--- src/rtl/rv32_pkg.sv ---
// ============================================================================
// rv32_pkg : shared RV32I branch encodings, resolved-entry type, LT compare
// Revision : 1.0
// ============================================================================
`default_nettype none

package rv32_pkg;

  typedef enum logic [1:0] {
    BR_OP_NONE = 2'd0,
    BR_OP_BR   = 2'd1,
    BR_OP_JAL  = 2'd2,
    BR_OP_JALR = 2'd3
  } br_op_e;

  localparam logic [2:0] F3_BEQ  = 3'b000;
  localparam logic [2:0] F3_BNE  = 3'b001;
  localparam logic [2:0] F3_BLT  = 3'b100;
  localparam logic [2:0] F3_BGE  = 3'b101;
  localparam logic [2:0] F3_BLTU = 3'b110;
  localparam logic [2:0] F3_BGEU = 3'b111;

  typedef struct packed {
    logic        is_op;
    logic        taken;
    logic        redirect;
    logic [31:0] redirect_pc;
    logic [31:0] link;
    logic        exc;
    logic        illegal;
  } br_res_t;

  // With differing signs the subtraction can overflow, so the answer comes
  // straight from rs1's sign bit instead.
  function automatic logic lt32(input logic [31:0] a, input logic [31:0] b,
                                input logic is_unsigned);
    logic [31:0] diff;
    diff = a - b;
    if (a[31] != b[31]) return is_unsigned ? ~a[31] : a[31];
    return diff[31];
  endfunction

endpackage

`default_nettype wire

--- src/rtl/br_cond_eval.sv ---
// ============================================================================
// br_cond_eval : RV32I branch condition evaluation (combinational)
// Revision     : 1.0
// ============================================================================
`default_nettype none

module br_cond_eval
  import rv32_pkg::*;
(
  input  logic [31:0] i_rs1,
  input  logic [31:0] i_rs2,
  input  logic [2:0]  i_funct3,
  output logic        o_taken,
  output logic        o_illegal
);

  logic w_eq;
  logic w_lt;

  assign w_eq = (i_rs1 == i_rs2);
  assign w_lt = lt32(i_rs1, i_rs2, i_funct3[1]);

  always_comb begin
    o_taken   = 1'b0;
    o_illegal = 1'b0;
    case (i_funct3)
      F3_BEQ:           o_taken = w_eq;
      F3_BNE:           o_taken = ~w_eq;
      F3_BLT, F3_BLTU:  o_taken = w_lt;
      F3_BGE, F3_BGEU:  o_taken = ~w_lt;
      default:          o_illegal = 1'b1;
    endcase
  end

endmodule

`default_nettype wire

--- src/rtl/branch_resolve_unit.sv ---
// ============================================================================
// branch_resolve_unit : EX-stage branch/jump resolver, 2-entry skid output
// Optional macro BRU_STATS_EN adds branch / mispredict counters.
// Revision            : 1.0
// ============================================================================
`default_nettype none

module branch_resolve_unit
  import rv32_pkg::*;
#(
  parameter int          XLEN            = 32,
  parameter logic [31:0] RESET_PC_UNUSED = 32'h0
) (
  input  logic            clk,
  input  logic            rst,
`ifdef BRU_STATS_EN
  output logic [31:0]     stat_branches,
  output logic [31:0]     stat_mispredicts,
`endif
  input  logic            flush,
  input  logic            in_valid,
  output logic            in_ready,
  input  logic [XLEN-1:0] in_pc,
  input  logic [XLEN-1:0] in_rs1,
  input  logic [XLEN-1:0] in_rs2,
  input  logic [XLEN-1:0] in_imm,
  input  logic [2:0]      in_funct3,
  input  logic [1:0]      in_op,
  input  logic            in_pred_taken,
  input  logic [XLEN-1:0] in_pred_target,
  output logic            out_valid,
  input  logic            out_ready,
  output logic            out_taken,
  output logic            out_redirect,
  output logic [XLEN-1:0] out_redirect_pc,
  output logic [XLEN-1:0] out_link,
  output logic            out_exc_misaligned,
  output logic            out_illegal
);

  localparam br_res_t c_RESET_ENT = '{is_op: 1'b0, taken: 1'b0, redirect: 1'b0,
                                      redirect_pc: RESET_PC_UNUSED,
                                      link: RESET_PC_UNUSED,
                                      exc: 1'b0, illegal: 1'b0};

  br_op_e      w_op;
  logic        w_cond_taken;
  logic        w_cond_illegal;
  logic [31:0] w_target;
  logic [31:0] w_pc4;
  br_res_t     w_res;
  logic        w_push;
  logic        w_pop;

  br_res_t     r_main;
  br_res_t     r_skid;
  logic        r_main_v;
  logic        r_skid_v;

  br_cond_eval u_cond (
    .i_rs1     (in_rs1),
    .i_rs2     (in_rs2),
    .i_funct3  (in_funct3),
    .o_taken   (w_cond_taken),
    .o_illegal (w_cond_illegal)
  );

  assign w_op     = br_op_e'(in_op);
  assign w_pc4    = in_pc + 32'd4;
  assign w_target = (w_op == BR_OP_JALR) ? ((in_rs1 + in_imm) & ~32'd1)
                                         : (in_pc + in_imm);

  always_comb begin
    w_res       = '0;
    w_res.is_op = (w_op != BR_OP_NONE);
    case (w_op)
      BR_OP_BR: begin
        w_res.taken   = w_cond_taken;
        w_res.illegal = w_cond_illegal;
      end
      BR_OP_JAL, BR_OP_JALR: w_res.taken = 1'b1;
      default:               w_res.taken = 1'b0;
    endcase
    w_res.link        = w_res.is_op ? w_pc4 : 32'd0;
    w_res.exc         = w_res.taken && (w_target[1:0] != 2'b00);
    w_res.redirect_pc = w_res.taken ? w_target : w_pc4;
    // A misaligned target traps, and the trap handler owns the refetch.
    w_res.redirect    = !w_res.exc &&
                        ((w_res.taken != in_pred_taken) ||
                         (w_res.taken && (w_target != in_pred_target)));
  end

  assign in_ready = ~r_skid_v;
  assign w_push   = in_valid && in_ready && !flush;
  assign w_pop    = r_main_v && out_ready;

  always_ff @(posedge clk or posedge rst) begin
    if (rst) begin
      r_main_v <= 1'b0;
      r_skid_v <= 1'b0;
      r_main   <= c_RESET_ENT;
      r_skid   <= c_RESET_ENT;
    end else if (flush) begin
      r_main_v <= 1'b0;
      r_skid_v <= 1'b0;
    end else if (!r_main_v || w_pop) begin
      if (r_skid_v) begin
        r_main   <= r_skid;
        r_main_v <= 1'b1;
        r_skid_v <= w_push;
        if (w_push) r_skid <= w_res;
      end else begin
        r_main_v <= w_push;
        if (w_push) r_main <= w_res;
      end
    end else if (w_push) begin
      r_skid   <= w_res;
      r_skid_v <= 1'b1;
    end
  end

  assign out_valid          = r_main_v;
  assign out_taken          = r_main.taken;
  assign out_redirect       = r_main.redirect;
  assign out_redirect_pc    = r_main.redirect_pc;
  assign out_link           = r_main.link;
  assign out_exc_misaligned = r_main.exc;
  assign out_illegal        = r_main.illegal;

`ifdef BRU_STATS_EN
  logic [31:0] r_stat_br;
  logic [31:0] r_stat_mp;

  // Counting follows the output handshake, which still completes under flush.
  always_ff @(posedge clk or posedge rst) begin
    if (rst) begin
      r_stat_br <= 32'd0;
      r_stat_mp <= 32'd0;
    end else if (w_pop) begin
      if (r_main.is_op && (r_stat_br != 32'hFFFF_FFFF))
        r_stat_br <= r_stat_br + 32'd1;
      if (r_main.redirect && (r_stat_mp != 32'hFFFF_FFFF))
        r_stat_mp <= r_stat_mp + 32'd1;
    end
  end

  assign stat_branches    = r_stat_br;
  assign stat_mispredicts = r_stat_mp;
`else
  logic w_unused_stats;
  assign w_unused_stats = r_main.is_op;
`endif

endmodule

`default_nettype wire

--- config.mk ---
export PLATFORM = sky130hd
export DESIGN_NAME = branch_resolve_unit
export DESIGN_NICKNAME = d
export VERILOG_FILES = /design/src/rtl/rv32_pkg.sv /design/src/rtl/br_cond_eval.sv /design/src/rtl/branch_resolve_unit.sv
export SDC_FILE = /design/constraint.sdc
export NUM_CORES = 1
export LEC_CHECK = 0
export CAP_MARGIN = 20
export CELL_PAD_IN_SITES_DETAIL_PLACEMENT = 1
export CELL_PAD_IN_SITES_GLOBAL_PLACEMENT = 1
export CORE_MARGIN = 1.5
export CORE_UTILIZATION = 36
export CTS_BUF_LIST = sky130_fd_sc_hd__clkbuf_2
export DETAILED_ROUTE_END_ITERATION = 8
export GPL_TIMING_DRIVEN = 0
export PLACE_DENSITY_LB_ADDON = 0.05
export SLEW_MARGIN = 20
export SYNTH_ARGS = -nofsm -noshare
export SYNTH_HDL_FRONTEND = slang
export SYNTH_SLANG_ARGS = --single-unit
--- constraint.sdc ---
create_clock -name clk -period 4.2 [get_ports clk]
set_clock_uncertainty 0.05 [all_clocks]
set_input_delay 0.84 -clock clk [delete_from_list [all_inputs] [get_ports clk]]
set_output_delay 0.84 -clock clk [all_outputs]
set_load 0.02 [all_outputs]
## Yosys cells after proc, flatten, opt, wreduce, memory -nomap -nowiden

Cells that the tools add are included.

| operators by class | value |
|---|---|
| add/sub/neg operators | 4 |
| eq/ne operators | 13 |
| mux-type cells | 23 |
| bitwise gates (word level) | 5 |
| reductions and logical operators | 23 |

Operators by type and width:

| kind | count |
|---|---|
| $mux 69 | 3 |
| $mux 68 | 2 |
| $mux 32 | 3 |
| $add 32x32->32 | 2 |
| $add 32x3->32 const B | 1 |
| $eq 32x32->1 | 1 |
| $ne 32x32->1 | 1 |
| $sub 32x32->32 | 1 |
| $mux 1 | 13 |
| $eq 3x3->1 const B | 4 |
| $reduce_bool 2->1 | 4 |
| $logic_and 1x1->1 | 6 |
| $reduce_or 2->1 | 3 |
| $reduce_or 6->1 | 1 |
| $not 1->1 | 5 |
| $eq 2x2->1 const B | 2 |
| $pmux 1 s4 | 1 |
| $eq 3x1->1 const B | 1 |
| $logic_not 1->1 | 3 |
| $logic_not 3->1 | 1 |
| $reduce_and 3->1 | 1 |
| $reduce_bool 3->1 | 1 |
| $eq 2x1->1 const B | 1 |
| $logic_or 1x1->1 | 2 |
| 4 further kinds | 5 |

| storage, ports and cells | value |
|---|---|
| flip-flop bits (word level) | 139 |
| bits of input ports | 171 |
| output and inout bits | 70 |
| word-level logic and storage cells | 83 |

## Depth between registers and ports, before layout

Gate-level depths: netlist (run 1).

| logic depth | value |
|---|---|
| depth after elaboration | 13 |
| gate-level depth with buffers | 16 |
| depth with buffers taken out | 15 |

## Hierarchy

From an unflattened synthesis (run 1), not the netlist that was laid out.

| second synthesis, totals | value |
|---|---|
| cells, all modules | 1762 |
| area total of the unflattened synthesis | 13467.9 µm² |

Modules (own cells, without submodules):

| module | instances | cells an instance | area each (µm²) | seq. area each (µm²) |
|---|---|---|---|---|
| branch_resolve_unit | 1 | 1636 | 12544.5 | 3453.3 |
| br_cond_eval | 1 | 126 | 923.4 | 0.0 |

## Least setup slack after synthesis (run 1)

Ideal clock, no wire load.

| path | value |
|---|---|
| path type | input to register |
| start point | input in_rs1[1] |
| end point | register r_main, in the netlist out_redirect |
| setup time | 0.134 ns |
| data arrival time | 3.670 ns |
| data required time | 4.016 ns |
| slack | 0.347 ns |
| stages on the path | 14 |
| path buffers | 0 |
| path through | inv_1 -> fa_1 -> nand2b_1 -> a211oi_4 -> o211ai_2 -> and2_2 -> xnor2_1 -> mux2i_4 -> xnor2_1 -> or4_4 -> nor4_2 -> nand4_1 -> o31ai_1 -> nand3_1 |

| on the way | value |
|---|---|
| longest elaborated chain between the ends | 10 |
| elaborated cells on any way between the ends | 19 |
| those cells by class | add/sub: 2; eq/ne: 3; mux: 6; bitwise: 2; reduce/logical: 6 |

RTL lines:

| element | line | text |
|---|---|---|
| start, declared | branch_resolve_unit.sv:24 | `input logic [XLEN-1:0] in_rs1,` |
| $sub 32x32->32 | rv32_pkg.sv:38 | `diff = a - b;` |
| $mux 1 | rv32_pkg.sv:40 | `return diff[31];` |
| $not 1->1 | br_cond_eval.sv:30 | `F3_BGE, F3_BGEU: o_taken = ~w_lt;` |
| $pmux 1 s4 | br_cond_eval.sv:26 | `case (i_funct3)` |
| $pmux 1 s2 | branch_resolve_unit.sv:76 | `case (w_op)` |
| $ne 1x1->1, or another cell as far along | branch_resolve_unit.sv:89 | `((w_res.taken != in_pred_taken) \|\|` |
| $logic_or 1x1->1 or $logic_not 1->1 (tied branches) | branch_resolve_unit.sv:89, branch_resolve_unit.sv:88 |  |
| $logic_and 1x1->1 (*) | branch_resolve_unit.sv:88 | `w_res.redirect = !w_res.exc &&` |
| $mux 68 (*) | branch_resolve_unit.sv:114 | `if (w_push) r_main <= w_res;` |
| $mux 68 (*) | branch_resolve_unit.sv:107 | `if (r_skid_v) begin` |
| end signal, assigned | branch_resolve_unit.sv:101 | `r_main <= c_RESET_ENT;` |
| end signal, assigned | branch_resolve_unit.sv:108 | `r_main <= r_skid;` |
| end signal, assigned | branch_resolve_unit.sv:114 |  |
| end, declared | branch_resolve_unit.sv:55 | `br_res_t r_main;` |

Mark *: on every way between the ends. The rest lies on a longest branch, timed or not. The select of a mux whose other input is x is not followed.
A chain may end at the register's enable or synchronous reset.

## Worst setup path in the final report (run 1)

| path | value |
|---|---|
| start point | input in_rs1[14] |
| end point | register r_main, in the netlist out_redirect_pc[8] |

| on the way | value |
|---|---|
| longest elaborated chain between the ends | 8 |
| elaborated cells on any way between the ends | 10 |
| those cells by class | add/sub: 1; eq/ne: 1; mux: 6; bitwise: 2 |

RTL lines:

| element | line | text |
|---|---|---|
| $sub 32x32->32 | rv32_pkg.sv:38 |  |
| $mux 1 | rv32_pkg.sv:40 |  |
| $not 1->1 | br_cond_eval.sv:30 |  |
| $pmux 1 s4 (*) | br_cond_eval.sv:26 |  |
| $pmux 1 s2 (*) | branch_resolve_unit.sv:76 |  |
| $mux 32 (*) | branch_resolve_unit.sv:86 | `w_res.redirect_pc = w_res.taken ? w_target : w_pc4;` |
| $mux 68 (*) | branch_resolve_unit.sv:114 |  |
| $mux 68 (*) | branch_resolve_unit.sv:107 |  |

Marked as above.

==> results.md, run 1 <==
- The clock drives 138 sinks.
- The nature of the critical path startpoint is an input pin.
- The number of warnings printed during yosys synthesis is 0.
- The count of flip-flops with a built-in enable after synthesis is 0.
- Across the run, the number of max-cap violations was 0.
- Summed over all layers, the global routing overflow is 0.
- The final count of hold timing violations is 0.
- The total via count after detailed routing is 12600.
- The startpoint of the lowest-slack register-to-register path is r_skid_v$_DFFE_PP0P_.
- Setup violations remaining at the end of the flow were counted as 0.
- The cell count after synthesis came out at 1542.
- In the synthesized netlist the async set-or-reset flop fraction comes to 100.0%.
- In this run the worst path has a maximum fanout of 10.
- The library cell contributing the largest single delay on the critical path is clkdlybuf4s50_1.
- In the routed layout, each cell is associated on average with a via count of 5.537.
- The required arrival time at the worst endpoint is 4.83 ns.
- Leaving out fill and tap cells, the most frequent cell in the layout is nand2_1.
- No sink is reached through more buffers than the 2 on the longest clock path.
- The first TritonRoute pass finished after 4 iterations.
- The critical path class is in2reg.
- The average instance in the mapped netlist occupies 7.880 sq um.
- The instance area at placement is 15220 sq um.
- The H-tree was split into 4 levels.
- The cell total after placement is 2234.
- The layout-stage area growth over the synthesis result is 29.68%.
- The number of nets at the end of the flow is 2078.
- The number of remaining DRC errors is 0.
- The power per unit of standard cell area is 310.0 nW/um^2.
- The clock tree root driver cell is clkbuf_2.
- In this run the worst hold path is classified as in2async.
- In the final layout, the multi-input gates occupy 8348 sq um.
- For this configuration, the core starts out at a cell density of 36.42%.
- The critical path goes through clkdlybuf4s50_1, ha_1, a21oi_1, o21ai_0, a2111oi_1, a21oi_1, o211ai_1, a22oi_1, xnor2_1, a311oi_2, buf_6, buf_6, mux2i_4, nand2_1, a31oi_1.
- Cells with a size suffix above 1 make up 7.836% of the layout.
- The post-detailed-placement half-perimeter wirelength is 40590 um.
- Buffers inserted during clock tree synthesis total 17.
- The total die area is 34860 sq um.
- The overall track demand over capacity in global routing is 27.00%.
- The weighted congestion reported at the end of routability-driven placement is 0.8826.
- The worst reg-to-reg setup slack is 1.69 ns.
- Across all hold checks on the routed design, the worst slack comes to 0.4162 ns.
- The register clock-pin slew on the reported worst setup and hold paths is 0.21 ns.
- For the pin with the worst max-slew slack, the measured transition is 1.130 ns.
- The origin of the worst setup path is in_rs1[14].
- The detailed router finished its first iteration with 509 violations.
- Derived from the worst setup path, the maximum achievable clock frequency is 244.3 MHz.
- Synthesis produced a netlist with a net count of 1808.
- The cell row count is 67.
- In the synthesized netlist the dominant register cell turns out to be dfrtp_1.
- The final number of max-transition violations was 0.
- The worst IR drop on VDD is 0.0001781 V.
- The run finished with clean final reports.
- The clock period minus final worst setup slack is 4.094 ns.
- The netlist area before placement is 12150 sq um.
- The first-pass GRT wire length is 73200 um.
- TritonCTS built the clock tree.
- The number of cells in the finished layout apart from fillers is 2275.
- The count of nets left with antenna violations once routing finished came out at 0.
- The worst setup path is captured at a flop.
- After floorplanning, the core was sized to cover 33360 sq um.
- Once layout is done, the placed cells without fillers occupy 15760 sq um.
- Of the synthesized area, sequential elements account for 28.42%.
- The number of fillers in the final layout is 4146.
- Counting flops and latches in the post-synthesis netlist gives 138.
- Input and output buffers added on the ports amount to 239.
- In this run the horizontal extent of the chip is 186.7 um.
- For this design the top-level I/O count stands at 241.
- The source-to-sink clock delay at the later pin of the worst-skew pair is 0.75 ns.
- The via count of the first global-routing pass is 12910.
- On the worst path, the slowest cell contributes a delay of 0.45 ns.
- The floorplan step set the die height to 186.7 um.
- The data arrival time of the worst path is 4.72 ns.
- The maximum number of pins on one net before global-route repair is 34.
- In this run the static leakage power is 6.663 nW.
- Hold repair after CTS inserted 0 buffers.
- The tightest slew margin relative to the limit is 23.88%.
- The netlist uses 92 different library cells.
- The number of antenna violations at the first check in global routing was 2.
- The post-detailed-route wirelength per cell is 20.84 um.
- The worst path uses 97.47% of the clock period.
- The worst register-to-register path has a depth of 8.
- In the layout the commonest cells are 237 x nand2_1, 235 x clkdlybuf4s50_1, 142 x a21oi_1, 138 x dfrtp_1, 127 x o21ai_0.
- Wires add up to 47420 um.
- The area occupied by registers is 3453 sq um.
[cell type report]
type                    count  area share (%)
diodes                      2         0.03176
clock inverters            15          0.9767
inverters                  60           1.453
repair buffers            252           16.36
plain buffers              80           2.184
flip-flops and latches    138           21.92
clock buffers              17          0.5400
multi-input cells        1263           52.98
well taps                 448           3.558
[registers in the layout (all words and copies together) (netlist names)]
register,cells
out_redirect,1
out_taken,1
r_skid_v,1
out_exc_misaligned,1
r_skid,68
out_redirect_pc,32
out_link,32
out_valid,1
out_illegal,1
[critical path: cells and delay by family]
kind	cells	cell delay (ns)
AO/OA/AOI/OAI	8	1.89
XOR/XNOR	1	0.24
adder cells (fa/ha/maj)	1	0.35
buffers and inverters	3	0.91
multiplexers	1	0.38
AND/OR/NAND/NOR	1	0.10
[stage by stage]
step                power [mW]  util [%]  setup WS (ns)  setup TNS, ns
floorplan                3.087         -         0.3468              0
global placement         3.973     45.28         -1.084         -34.25
detailed placement       4.051     45.62         -1.221         -46.33
CTS                      4.878     46.73       -0.01060       -0.01060
global route             5.191     47.22      -0.002157      -0.002157
finish                   4.885     47.22         0.1063              0
[power by group]
group	total [mW]	internal [mW]	switching, mW
registers	1.77	1.61	0.159
clock network	0.798	0.272	0.525
logic	2.31	0.986	1.33
[metal layers]
metal / vias up / GRT usage [%] / routed length [um]
li1: 6091 / - / -
met4: 0 / 8.375 / 1387
met1: 6168 / 34.25 / 21100
met3: 66 / 2.445 / 1345
met2: 272 / 48.38 / 23590
met5: - / 0 / 0
[Yosys cell counts, types with 4 or more instances]
cell / number / area, sq um
nand2_1: 237 / 889.6
a21oi_1: 144 / 720.7
dfrtp_1: 138 / 3453
o21ai_0: 129 / 645.6
nor2_1: 106 / 397.9
ha_1: 93 / 1164
inv_1: 59 / 221.5
clkbuf_1: 57 / 214.0
xnor2_1: 54 / 473.0
nor3_1: 53 / 265.3
xor2_1: 50 / 437.9
nand4_1: 35 / 219.0
mux2i_1: 34 / 340.3
o31ai_1: 34 / 255.2
nand3_1: 29 / 145.1
o21ai_1: 22 / 110.1
mux2_2: 20 / 225.2
o211ai_1: 19 / 142.6
a21o_1: 17 / 127.6
a31oi_1: 17 / 106.4
and2_1: 14 / 87.58
buf_2: 14 / 70.07
a211oi_1: 13 / 97.59
and3_1: 11 / 68.82
o21a_1: 11 / 82.58
buf_1: 9 / 33.78
nand2b_1: 9 / 56.30
a21oi_2: 7 / 61.31
o21bai_1: 6 / 45.04
a41oi_1: 4 / 35.03
mux2_1: 4 / 45.04
nor4_1: 4 / 25.02
or3_1: 4 / 25.02
[worst paths after layout]
path | to
max | out_redirect_pc[8]$_DFFE_PP0P_
min | out_redirect_pc[9]$_DFFE_PP0P_
max reg2reg | out_link[3]$_DFFE_PP0P_
min reg2reg | r_skid[37]$_DFFE_PP0P_
max in group asynchronous | out_exc_misaligned$_DFFE_PP0P_
min in group clk | r_skid[37]$_DFFE_PP0P_
[logic make-up after synthesis]
kind of cell	Yosys count	synth area share, %
simple gates	537	20.52
compound gates	468	23.91
buf+inv	141	4.531
flops	138	28.42
xor+xnor	104	7.497
fa+ha+maj	95	9.906
mux	59	5.211
[repair_timing]
| item | CTS | global route |
|---|---|---|
| gates resized for setup | 21 | 29 |
| pin swaps | 6 | 11 |
| endpoints found under the hold margin | 0 | 0 |
| setup buffers | 2 | 6 |
| endpoints found under the setup margin | 13 | 19 |
(Power assumes the default switching activity.)
==> run 2, diff against run 1 <==
Settings changed: CORE_MARGIN 1.5 to 8, CORE_UTILIZATION 36 to 37, SYNTH_HIERARCHICAL from default to 1, TNS_END_PERCENT from default to 1.
==> run 2 against run 1 <==
Sequential share of layout area down 2.3 points. Die area up 23%. Worst hold slack worse by 0.013 ns. The flow now finishes with violations (negative setup slack). Clock-buffer cell count up 1. Wire length up 27%. Largest cell class unchanged. Sequential cell count unchanged. Synthesized cell count up 14%. Critical path depth up 4. Synthesized area up 11%. Cell area up 12%. First-iteration DRC count up 67%.
==> results.md, run 2 <==
- The final number of max-transition violations is 0 (unchanged).
- The hold buffer count at cts is 0 (unchanged).
- The via count of the first global-routing pass is 15240 (+18%).
- The most frequently used flop master after synthesis is dfrtp_1.
- The total length of routed met2 wires is 29120 um (+23%).
- The met1 layer wirelength in the final routing is 27070 um (+28%).
- The first-pass iteration count of the detailed router is 5 (+1).
- The number of nets at the end of the flow is 2307 (+11%).
- Leaving out fill and tap cells, the most frequent cell in the layout is nand2_1.
- The core region area is 36260 sq um (+8.7%).
- The slew at the pin closest to its max-slew limit is 0.9357 ns (-0.1942 ns).
- The top-level I/O count is 241 (unchanged).
- The overall die width is 206.8 um (+11%).
- Counting instances in the post-synthesis netlist gives the leading cell types as 260 x nand2_1, 153 x o21ai_0, 138 x dfrtp_1, 136 x a21oi_1, 126 x nor2_1.
- The source-to-sink clock delay at the later pin of the worst-skew pair came to 0.70 ns (-0.05 ns).
- The cell type with the largest total area after synthesis is dfrtp_1.
- In the layout the commonest cells are 255 x nand2_1, 171 x clkdlybuf4s50_1, 147 x o21ai_0, 138 x dfrtp_1.
- The sequential fraction of design power was 32.5% (-3.8 points).
- CTS placed an instance of clkbuf_2 at the clock tree root.
- The share of the synthesized area in the top cell type was 25.64% (-2.8 points).
- The worst setup path is of the in2reg kind.
- The netlist area before placement was 13470 sq um (+11%).
- The number of cells in the finished layout apart from fillers is 2523 (+11%).
- The count of maximum capacitance violations is 0 (unchanged).
- The total die area is 42760 sq um (+23%).
- The post-detailed-routing wire length was 60240 um (+27%).
- The post-detailed-route wirelength per cell was 23.88 um (+15%).
- The final worst slack came to -0.2276 ns (-0.3339 ns).
- The depth of the most critical reg-to-reg path is 7 (-1).
- The maximum clock frequency came to 225.9 MHz (-7.5%).
- By instance count, the leading cell after synthesis is nand2_1.
- The maximum number of pins on one net before global-route repair is 34 (unchanged).
- Ranked by total cell area, the synthesized netlist is headed by dfrtp_1 26%, ha_1 8.6%, nand2_1 7.2%.
- The total CTS buffers was 17 (unchanged).
- The leakage power was 7.398 nW (+11%).
- The total via count after detailed routing is 14710 (+17%).
- The power per unit of standard cell area is 308.2 nW/um^2 (-0.58%).
- The detailed-route vias per instance was 5.829 (+5.3%).
- The distinct cell type count after synthesis is 90 (-2.2%).
- The number of sinks handled by clock tree synthesis is 138 (unchanged).
- The data arrival time of the worst path is 4.98 ns (+0.26 ns).
- The core occupancy in the finished layout is 48.59% (+1.4 points).
- The clock period minus final worst setup slack is 4.428 ns (+0.3339 ns).
- After detailed routing, no signal wire sits above met5.
- The number of remaining DRC errors is 0 (unchanged).
- Setup repair after global routing could not meet its margin everywhere.
- The register bit total from synthesis is 138 (unchanged).
- The worst IR drop on VDD is 0.0001779 V (about the same).
- The biggest fanout along the worst timing path came to 3 (-7).
- The cell row count is 70 (+4.5%).
- The count of H-tree levels built during CTS came to 4 (unchanged).
- The final cell area excluding filler cells is 17620 sq um (+12%).
- The tightest slew margin relative to the limit is 37.62% (+14 points).
- The post-route clock period utilization is 105.4% (+7.9 points).
- The nature of the critical path startpoint is an input pin.
- The async set-or-reset flop fraction in the synthesized netlist was 100.0% (unchanged).
- The required arrival time at the worst endpoint is 4.75 ns (-0.08 ns).
- The instance area at placement is 16540 sq um (+8.7%).
- The combinational share of power is 49.2% (+1.8 points).
- The final reports fail on negative setup slack.
- The number of flip-flops under the largest register name is 68 (unchanged).
- The global-route congestion overflow total is 0 (unchanged).
- The portion of the post-synthesis area used by sequential elements is 25.64% (-2.8 points).
- The initial core utilization was 37.14% (+0.73 points).
- The worst setup path is captured at a flop.
- The hold slack is 0.4035 ns (-0.01270 ns).
- The sum of negative setup slack is -0.4182 ns (-0.4182 ns).
- The detailed router's first-iteration violation count is 849 (+67%).
- The internal power is 3.216 mW (+12%).
- The weighted congestion reported at the end of routability-driven placement is 0.9099 (+3.1%).
- The routed wire length on met3 is 2334 um (+74%).
- The mean post-synth cell area is 7.644 sq um (-3.0%).
- The final count of hold timing violations is 0 (unchanged).
- The fraction of power spent switching nets is 40.79% (-0.39 points).
- The count of input and output buffers came to 240 (+0.42%).
- The run finished, with violations left.
- The cell total after placement came to 2474 (+11%).
- The die height came to 206.8 um (+11%).
- The maximum clock insertion buffer count was 2 (unchanged).
- The post-detailed-placement half-perimeter wirelength is 50400 um (+24%).
- The switching power of the nets is 2.215 mW (+10%).
- The overall track demand over capacity in global routing came to 27.75% (+0.75 points).
- The number of fillers in the final layout is 4481 (+8.1%).
- The synthesized instance count was 1762 (+14%).
- The TritonCTS clock tree is built.
- The classification of the worst-slack hold path is in2async.
- Compared with the post-synthesis result, the final layout area differs by 30.82%.
- The net count after synthesis is 2028 (+12%).
- The first-pass GRT wire length was 90780 um (+24%).
- The count of flip-flops with a built-in enable after synthesis is 0 (unchanged).
- The number of antenna violations at the first check in global routing is 2 (unchanged).
- The clock share of power is 18.2% (+1.9 points).
- The number of warnings printed during yosys synthesis is 6 (+6).
- The register ranked first by flip-flop count is r_skid.
- The register clock-pin slew on the reported worst setup and hold paths is 0.20 ns (about the same).
- The remaining antenna violation count after routing is 0 (unchanged).
- The share of final-layout standard cells stronger than drive strength 1 is 12.32% (+4.5 points).
- The setup-violating endpoint count in the final report came to 2 (+2).
-- run 2: worst max-delay path: stages --
cell,delay [ns]
clkdlybuf4s15_2,0.22
ha_4,0.25
a211oi_2,0.23
nor2_1,0.09
o31ai_2,0.33
a21oi_1,0.14
or4_4,0.54
a31oi_4,0.29
and3b_1,0.24
o21ai_2,0.08
nand2_1,0.09
nand3_1,0.10
nor3_2,0.12
nand4_1,0.15
a2111oi_4,0.25
nand4_1,0.22
or4_4,0.47
nor4_4,0.19
o31ai_1,0.11
-- run 2: area by class of cell --
type / count / area, sq um / area share (%)
inverters: 64 / 251.5 / 1.427
clock inverters: 14 / 226.5 / 1.285
plain buffers: 103 / 457.9 / 2.599
repair buffers: 261 / 2521 / 14.31
diodes: 1 / 2.502 / 0.01420
multi-input cells: 1456 / 10030 / 56.93
well taps: 468 / 585.6 / 3.324
flip-flops and latches: 138 / 3453 / 19.60
clock buffers: 18 / 90.09 / 0.5113
-- run 2: final timing paths --
path | startpoint | end | slack, ns
max in group asynchronous | rst | r_skid[31]$_DFFE_PP0P_ | 2.93
min in group clk | out_redirect_pc[4]$_DFFE_PP0P_ | out_redirect_pc[4]$_DFFE_PP0P_ | 0.45
worst min register to register | out_redirect_pc[4]$_DFFE_PP0P_ | out_redirect_pc[4]$_DFFE_PP0P_ | 0.45
worst max-delay path | in_rs1[4] | r_skid[66]$_DFFE_PP0P_ | -0.23
worst max register to register | r_skid_v$_DFFE_PP0P_ | out_link[1]$_DFFE_PP0P_ | 1.63
worst min-delay path | rst | out_redirect_pc[3]$_DFFE_PP0P_ | 0.40
-- run 2: logic make-up after synthesis --
logic type / synth area share [%]
mux: 3.270
compound gates: 26.37
simple gates: 23.29
flops: 25.64
buf+inv: 5.100
xor+xnor: 7.395
fa+ha+maj: 8.937
-- run 2: power groups by stage --
stage / Combinational, mW / Clock [mW] / Sequential [mW]
2_1_floorplan: 1.33 / 0 / 1.92
3_3_place_gp: 2.46 / 0 / 1.78
3_5_place_dp: 2.52 / 0 / 1.80
4_1_cts: 2.64 / 1.01 / 1.77
5_1_grt: 2.89 / 1.06 / 1.80
6_report: 2.67 / 0.990 / 1.77
-- run 2: routing by layer --
layer,GRT usage [%],vias to the layer above
met2,48.22,380
met1,36.13,7269
met4,8.880,2
met3,2.294,81
li1,-,6974
met5,0,-
-- run 2: what timing repair did --
item | 4_1_cts | 5_1_grt
resized for setup | 270 | 24
setup buffers | 17 | 0
pin swaps | 63 | 0
setup endpoints to repair | 67 | 7
-- run 2: metrics by stage --
step / worst slack [ns] / total power [mW]
after floorplan: -0.3263 / 3.255
after global placement: -2.339 / 4.238
after detailed placement: -2.389 / 4.316
after CTS: -0.1345 / 5.419
after global routing: -0.3020 / 5.753
final: -0.2276 / 5.430
==> RTL change, RTL diff (settings of run 2) <==
Build with the macro `BRU_STATS_EN` defined.
--- a/src/rtl/branch_resolve_unit.sv
+++ b/src/rtl/branch_resolve_unit.sv
@@ -5,4 +5,6 @@
 // ============================================================================
 `default_nettype none
+
+`define BRU_STATS_EN
 
 module branch_resolve_unit
Function (old outputs only; new: stat_branches and stat_mispredicts): no difference found for any inputs over 4 cycles, from zero or initial values and one cycle with rst high; that may be too few to reach the edited logic, so the function may still have changed.
==> RTL change against run 2 <==
- the flow still finishes with violations (negative setup slack)
- setup slack worse by 0.17 ns
- wire length grew 11%
- cell area up 19%
- maximum frequency is 3.7% lower
- synthesized area grew 19%
- total power increased by 20%
- hold slack worse by 0.083 ns
- cell count up 17%
- combinational power is 4% higher
- core utilization is 0.13 points higher
- sequential cell count rose by 66
==> RTL change: results (changes against run 2) <==
* Area of placed instances at 0.0199 mm^2 (+20%)
* All-Layer GR Usage at 26.3% (-1.4 points)
* Syn Nets at 2,233 (+10%)
* Worst-Skew Late Latency at 0.84 ns (+0.14 ns)
* Signal buf overhead at 19.3% (+2.3 points)
* GPL Wtd Cong at 0.928 (+2.0%)
* Leak at 9.03 nW (+22%)
* Final wirelength at 67,200 um (+11%)
* Worst-Margin Slew at 0.884 ns (-0.0514 ns)
* IO buf count at 300 (+25%)
* Clock buf count at 68 (+50)
* Vias post-DR at 16,228 (+10%)
* Pin count of the biggest net entering global routing at 35 (+2.9%)
* Final setup vio count at 6 (+4)
* CP delay by family, top: compound AO/OA/AOI/OAI gates
* CP max stage cell: clkdlybuf4s50_1
* Total negative slack at -1.04 ns (-0.618 ns)
* Vias per std cell at 5.50 (-5.7%)
* Failing checks: negative setup slack
* Status: finished with violations
* Worst VDD drop at 0.000129 V (-28%)
* Top cells by area, synth: dfrtp_1 32%, ha_1 7.4%, nand2_1 6.3%, xnor2_1 5.0%, a21oi_1 5.0%
* Non-CTS buffers at 481 (+32%)
* Worst Path Arrival at 5.25 ns (+0.27 ns)
* Comb_multi_in at 1,535 (+5.4%)
* Clock Pin Slew Worst Setup and Hold Paths at 0.11 ns (-0.09 ns)
* Post-synth top cells: 270 x nand2_1, 204 x dfrtp_1, 159 x a21oi_1
* Final HPWL DP at 55,900 um (+11%)
* Worst setup margin at -0.398 ns (-0.171 ns)
* First-pass GRT wire length at 103,000 um (+14%)
* Nets at 2,603 (+13%)
* Setup slack at placement at -2.95 ns (-0.560 ns)
* Worst flop-to-flop path endpoint: stat_mispredicts[28]$_DFFE_PP0P_
* Worst-path fanout max at 10 (+7)
* Largest register FFs at 69 (+1.5%)
* Cell count after placement at 2,857 (+15%)
* Netlist cell types at 82 (-8.9%)
* Post-synthesis sequential area ratio at 32.0% (+6.3 points)
* H-tree depth at 2 (-2)
* Vias in the first global route at 17,597 (+15%)
* Clock tree buffer depth at 3 (+1)
* Clock-cell share at 1.87% (+0.072 points)
* Fill cell count at 5,185 (+16%)
* Worst r2r src: stat_mispredicts[13]$_DFFE_PP0P_
* Seq/total area at 24.4% (+4.8 points)
* WHS at 0.321 ns (-0.0827 ns)
* Slowest stage delay, CP at 0.56 ns (+0.02 ns)
* Layout cells sized above 1 at 14.3% (+2.0 points)
* Antenna Cells at 2 (+1)
## RTL change: logic make-up (layout without fill, tap and decap cells)
logic type | after synthesis | after routing | share of synthesized area (%)
and+or+nand+nor | 706 | 706 | 21.1
adders and majority gates | 97 | 97 | 7.69
buffers and inverters | 226 | 627 | 6.88
AOI/OAI and AO/OA | 544 | 544 | 21.3
muxes | 39 | 39 | 2.60
xor gates and xnor gates | 149 | 149 | 8.51
DFF | 204 | 204 | 32.0
other | 0 | 2 | 0
## RTL change: layer usage
layer,GRT usage [%],wire length [um]
met1,31.7,28300
met2,48.5,34300
met3,3.22,2690
met4,7.71,1860
met5,0,0
## RTL change: power by group
part	switching, mW	internal (mW)
Clock	0.801	0.430
Combinational	1.56	1.22
Sequential	0.213	2.29
## RTL change: timing repair
item                                    in CTS  in global routing
pin swaps                                   60                  2
hold buffers                                 0                  0
setup buffers                               15                  1
gates resized for setup                    272                  8
endpoints found under the setup margin      65                 16
